--- config.mk ---
export PLATFORM = sky130hd
export DESIGN_NAME = axi_rr_arbiter
export DESIGN_NICKNAME = d
export VERILOG_FILES = /design/src/rtl/axi_arb_pkg.sv /design/src/rtl/axi_arb_mask_enc.sv /design/src/rtl/axi_rr_arbiter.sv
export SDC_FILE = /design/constraint.sdc
export NUM_CORES = 1
export LEC_CHECK = 0
export BUFFER_PORTS_ARGS = -buffer_cell sky130_fd_sc_hd__buf_2
export CORE_MARGIN = 10
export CORE_UTILIZATION = 45
export DETAILED_ROUTE_END_ITERATION = 7
export PLACE_DENSITY = 0.81
export SYNTH_ARGS = -nofsm -noshare
export SYNTH_HDL_FRONTEND = slang
export SYNTH_SLANG_ARGS = --single-unit
--- constraint.sdc ---
create_clock -name clk -period 1.85 [get_ports clk]
set_clock_uncertainty 0.2 [all_clocks]
set_input_delay 0.185 -clock clk [delete_from_list [all_inputs] [get_ports clk]]
set_output_delay 0.185 -clock clk [all_outputs]
set_load 0.1 [all_outputs]
--- src/rtl/axi_arb_pkg.sv ---
// axi_arb_pkg: shared arbiter state encoding, TIMEOUT limits and index-width helper.
package axi_arb_pkg;
  typedef enum logic {IDLE, GRANTED} arb_state_e;
  localparam int TIMEOUT_MIN = 2;
  localparam int TIMEOUT_MAX = 65535;
  function automatic int idx_w(input int n);
    return (n > 1) ? $clog2(n) : 1;
  endfunction
endpackage

--- src/rtl/axi_arb_mask_enc.sv ---
// axi_arb_mask_enc: picks the highest-priority set bit of req (one-hot and binary index).
module axi_arb_mask_enc import axi_arb_pkg::*; #(
  parameter int PORTS = 4,
  parameter int LSB_HIGH = 1,
  localparam int IW = idx_w(PORTS)
) (
  input  logic [PORTS-1:0] req,
  output logic             valid,
  output logic [IW-1:0]    index,
  output logic [PORTS-1:0] onehot
);
  logic [PORTS-1:0] r, iso;
  // Reverse when the MSB is highest so the lowest-set-bit trick serves both orders.
  assign r      = (LSB_HIGH != 0) ? req : {<<{req}};
  assign iso    = r & (~r + PORTS'(1));
  assign onehot = (LSB_HIGH != 0) ? iso : {<<{iso}};
  assign valid  = |req;
  always_comb begin
    index = '0;
    for (int k = 0; k < PORTS; k++)
      if (onehot[k]) index = IW'(k);
  end
endmodule

--- src/rtl/axi_rr_arbiter.sv ---
// axi_rr_arbiter: round-robin / fixed-priority arbiter with registered one-hot grant.
// Optional grant timeout enabled by defining AXI_RR_ARBITER_TIMEOUT_EN.
module axi_rr_arbiter import axi_arb_pkg::*; #(
  parameter int PORTS = 4,
  parameter int ARB_ROUND_ROBIN = 1,
  parameter int ARB_BLOCK = 1,
  parameter int ARB_BLOCK_ACK = 1,
  parameter int ARB_LSB_HIGH = 1,
  parameter int TIMEOUT = 256,
  localparam int IW = idx_w(PORTS)
) (
  input  logic             clk,
  input  logic             rst_n,
  input  logic [PORTS-1:0] request,
  input  logic [PORTS-1:0] acknowledge,
  output logic [PORTS-1:0] grant,
  output logic             grant_valid,
  output logic [IW-1:0]    grant_encoded,
  output logic             timeout_pulse
);
  arb_state_e       state_q, state_d;
  logic [PORTS-1:0] grant_q, grant_d, mask_q, mask_d, m_oh, u_oh, win_oh, next_mask;
  logic [IW-1:0]    enc_q, enc_d, m_idx, u_idx, win_idx;
  logic             m_v, u_v, use_m, release_hit, timeout_hit, arbitrate, pulse_q, pulse_d;

  axi_arb_mask_enc #(.PORTS(PORTS), .LSB_HIGH(ARB_LSB_HIGH)) u_masked (
    .req(request & mask_q), .valid(m_v), .index(m_idx), .onehot(m_oh)
  );
  axi_arb_mask_enc #(.PORTS(PORTS), .LSB_HIGH(ARB_LSB_HIGH)) u_unmasked (
    .req(request), .valid(u_v), .index(u_idx), .onehot(u_oh)
  );

  assign use_m   = (ARB_ROUND_ROBIN != 0) && m_v;
  assign win_oh  = use_m ? m_oh : u_oh;
  assign win_idx = use_m ? m_idx : u_idx;
  // Keep only ports of strictly lower priority than the winner for the next round.
  assign next_mask = (ARB_LSB_HIGH != 0) ? ~(win_oh | (win_oh - PORTS'(1))) : win_oh - PORTS'(1);
  assign release_hit = (ARB_BLOCK == 0) ? 1'b1 :
                       (ARB_BLOCK_ACK != 0) ? |(acknowledge & grant_q) : ~|(request & grant_q);
  assign arbitrate = (state_q == IDLE) || release_hit || timeout_hit;

  always_comb begin
    state_d = state_q;
    grant_d = grant_q;
    enc_d   = enc_q;
    mask_d  = mask_q;
    pulse_d = 1'b0;
    if (arbitrate) begin
      state_d = u_v ? GRANTED : IDLE;
      grant_d = u_v ? win_oh : '0;
      enc_d   = u_v ? win_idx : '0;
      mask_d  = u_v ? next_mask : mask_q;
      pulse_d = timeout_hit;
    end
  end

  always_ff @(posedge clk or negedge rst_n) begin
    if (!rst_n) begin
      state_q <= IDLE;
      grant_q <= '0;
      enc_q   <= '0;
      mask_q  <= '1;
      pulse_q <= 1'b0;
    end else begin
      state_q <= state_d;
      grant_q <= grant_d;
      enc_q   <= enc_d;
      mask_q  <= mask_d;
      pulse_q <= pulse_d;
    end
  end

`ifdef AXI_RR_ARBITER_TIMEOUT_EN
  localparam int TO = (TIMEOUT < TIMEOUT_MIN) ? TIMEOUT_MIN :
                      (TIMEOUT > TIMEOUT_MAX) ? TIMEOUT_MAX : TIMEOUT;
  logic [15:0] cnt_q, cnt_d;
  assign timeout_hit = (state_q == GRANTED) && (cnt_q == 16'(TO - 1));
  // Counts consecutive cycles the same grant is held; any change restarts it.
  assign cnt_d = ((state_q == GRANTED) && !timeout_hit && (ARB_BLOCK == 0 || !release_hit) &&
                  (grant_d == grant_q)) ? cnt_q + 16'd1 : '0;
  always_ff @(posedge clk or negedge rst_n) begin
    if (!rst_n) cnt_q <= '0;
    else cnt_q <= cnt_d;
  end
`else
  assign timeout_hit = 1'b0;
`endif

  assign grant         = grant_q;
  assign grant_valid   = |grant_q;
  assign grant_encoded = enc_q;
  assign timeout_pulse = pulse_q;
endmodule

==> results.py <==
metrics = {
    "status": {
        "outcome": "finished clean",
    },
    "clock_network": {
        "clk_latency_ns": 0.27,
        "clk_path_buf_depth": 2,
        "cts_made_buffers": 3,
        "cts_root_buffer": "clkbuf_4",
        "clk_pin_slew_ns": 0.07,
        "h-tree-depth": 1,
        "cts_sinks": 11,
        "tritoncts": "yes",
    },
    "worst_setup_path": {
        "reg2reg_slack_ns": 0.10,
        "rr_endpoint": "grant_encoded[0]$_DFFE_PN0P_",
        "r2r_start": "grant[1]$_DFFE_PN0P_",
        "critPathRequiredTime_ns": 1.46,
        "slowest_delay_ns": 0.53,
        "cp-start-kind": "flop",
        "cp_max_fo": 4,
        "worstSetupEndpointType": "output port",
        "reg2regPathDepth": 5,
        "cp.arrival_ns": 1.42,
        "critPathSlowestCell": "or4_4",
        "critPathKind": "reg -> out",
        "crit_chain": "or4_4 > buf_12",
    },
    "final_layout": {
        "design_area_um2": 820,
        "fillCellCount": 103,
        "area_growth_pct": 29.7,
        "multi_input_area_um2": 333,
        "register_area_um2": 288,
        "diodes": 0,
        "finish.utilization": 0.622,
        "nNetsFinal": 96,
        "drive_above_1_share": 0.494,
    },
    "yosys": {
        "syn_inst": 60,
        "synth.yosys.seq_area_share": 0.444,
        "syn_area_per_cell_um2": 10.5,
        "synth_top_cell_by_area": "dfrtp_1",
        "yosysWarnings": 0,
        "ys_ff_latch": 11,
        "ys_types": 29,
        "synth_area_um2": 632,
        "synthArstFlopShare": 1.00,
        "synth_area_leaders": "dfrtp_1 (28%), dfstp_2 (17%), nand2_1 (5.9%)",
        "synth_nets": 70,
        "synth-edff-count": 0,
        "netlist.area_leader.share": 0.277,
        "synth_ff_type": "dfrtp_1",
    },
    "sta": {
        "rsz0062_at_grt": "no",
        "fmax_mhz": 553,
        "slew_viol_final": 0,
        "setup_viol": 0,
        "hold_viol": 0,
        "hold_ws_ns": 0.0262,
        "min_period_ns": 1.81,
        "setup-tns-final_ns": 0,
        "fin_crit_sh": 0.977,
    },
    "floorplanning": {
        "initial_core_util": 0.480,
        "dieArea_um2": 3300,
        "fp-row-count": 13,
        "die_h_um": 57.5,
        "die_w_um": 57.5,
        "core_area_um2": 1320,
        "num_io_pins": 18,
    },
    "routing": {
        "wirelength_um": 1550,
        "drcViolationCount": 0,
        "wl_met2_um": 710,
        "top_layer": "met4",
        "ant_nets": 0,
        "dr_wl_met3_um": 160,
        "vias_per_cell": 5.90,
        "post_drt_wl_per_cell_um": 15.5,
        "route.vias.total": 590,
        "met1Wirelength_um": 657,
        "drtIter0Drc": 12,
        "dr.pass1.iters": 4,
    },
    "global_route": {
        "grt_pass1_wl_um": 2460,
        "overflow": 0,
        "track_usage": 0.0911,
        "antenna_found_initial": 0,
        "grt_pass1_vias": 552,
        "grt_max_degree": 12,
    },
    "min_path": {
        "hp-start": "request[2]",
        "hold_class": "in -> reg",
        "worst_hold_path.num_cells": 3,
        "hold_path_end": "grant[2]$_DFFE_PN0P_",
    },
    "placement": {
        "io_buffers": 16,
        "gp_congestion": 0.910,
        "dpl_cell_area_um2": 723,
    },
    "job": {
        "maxCapViolCount": 0,
    },
}
final cells by class:
type                            instances  share of cell area
Multi-Input combinational cell         46               0.406
Sequential cell                        11               0.351
Timing Repair Buffer                   23               0.183
Clock buffer                            4              0.0321
Tap cell                               15              0.0229
Inverter                                1             0.00458
synthesized netlist by cell type (2+ instances only):
library cell,n
nand2_1,10
dfrtp_1,7
a21oi_1,5
dfstp_2,4
nor2_1,3
o21bai_1,3
a22oi_2,2
nand2b_1,2
nand3_1,2
nor2b_1,2
o31ai_1,2
cell families after synthesis:
kind of cell	after synthesis	synth area share
mux	1	0.0238
buf+inv	3	0.0356
compound gates	21	0.275
other cells	1	0.00593
simple gates	23	0.216
flops	11	0.444
state kept, by name (all words and copies together) (netlist names):
signal / count
grant: 4
grant_encoded: 2
mask_q: 4
state_q: 1
critical path: cells and delay by family (launching register included):
family	cells	cell delay, ns
AND/OR/NAND/NOR	1	0.53
buffers and inverters	1	0.18
flip-flops	1	0.43
worst max path at each step:
stage                         start                   end  slack (ns)  cells past startpoint
3_5_place_dp   grant[1]$_DFFE_PN0P_           grant_valid        0.17                      2
2_1_floorplan  grant[1]$_DFFE_PN0P_  grant[3]$_DFFE_PN0P_        0.02                      4
4_1_cts        grant[0]$_DFFE_PN0P_           grant_valid        0.03                      2
6_report       grant[3]$_DFFE_PN0P_           grant_valid        0.04                      2
3_3_place_gp   grant[1]$_DFFE_PN0P_           grant_valid        0.18                      2
5_1_grt        grant[3]$_DFFE_PN0P_           grant_valid        0.01                      2
placed cells by master (no fill, tap or decap), types with 2 or more instances in the layout:
master / synthesis / routed
o21bai_1: 3 / 3
nor2_1: 3 / 3
clkbuf_4: 0 / 3
buf_2: 0 / 15
a21oi_1: 5 / 5
dfrtp_2: 0 / 3
nand2_1: 10 / 10
dfrtp_1: 7 / 3
a22oi_2: 2 / 2
nand2b_1: 2 / 2
o31ai_1: 2 / 2
nand3_1: 2 / 2
nor2b_1: 2 / 2
dfstp_2: 4 / 4
buf_4: 1 / 6
routing by layer:
metal  track usage  vias to the layer above
li1              -                      271
met1         0.100                      280
met2         0.141                       35
met3        0.0420                        4
met4        0.0503                        0
met5             0                        -
timing repair:
action,in CTS,in global routing
gates resized for setup,4,0
hold endpoints to repair,11,0
hold buffers,1,0
setup buffers,1,5
pin swaps,1,1
setup endpoints to repair,1,2
stage by stage:
stage | std cells | setup WS [ns]
after global routing | 100 | 0.0144
after floorplan | 60 | 0.0189
after CTS | 95 | 0.0277
final | 100 | 0.0421
after detailed placement | 89 | 0.168
after global placement | 89 | 0.184
Power is left out: the tool's default activity adds up to more than one toggle a clock period on the data nets, which glitch-free logic cannot reach.
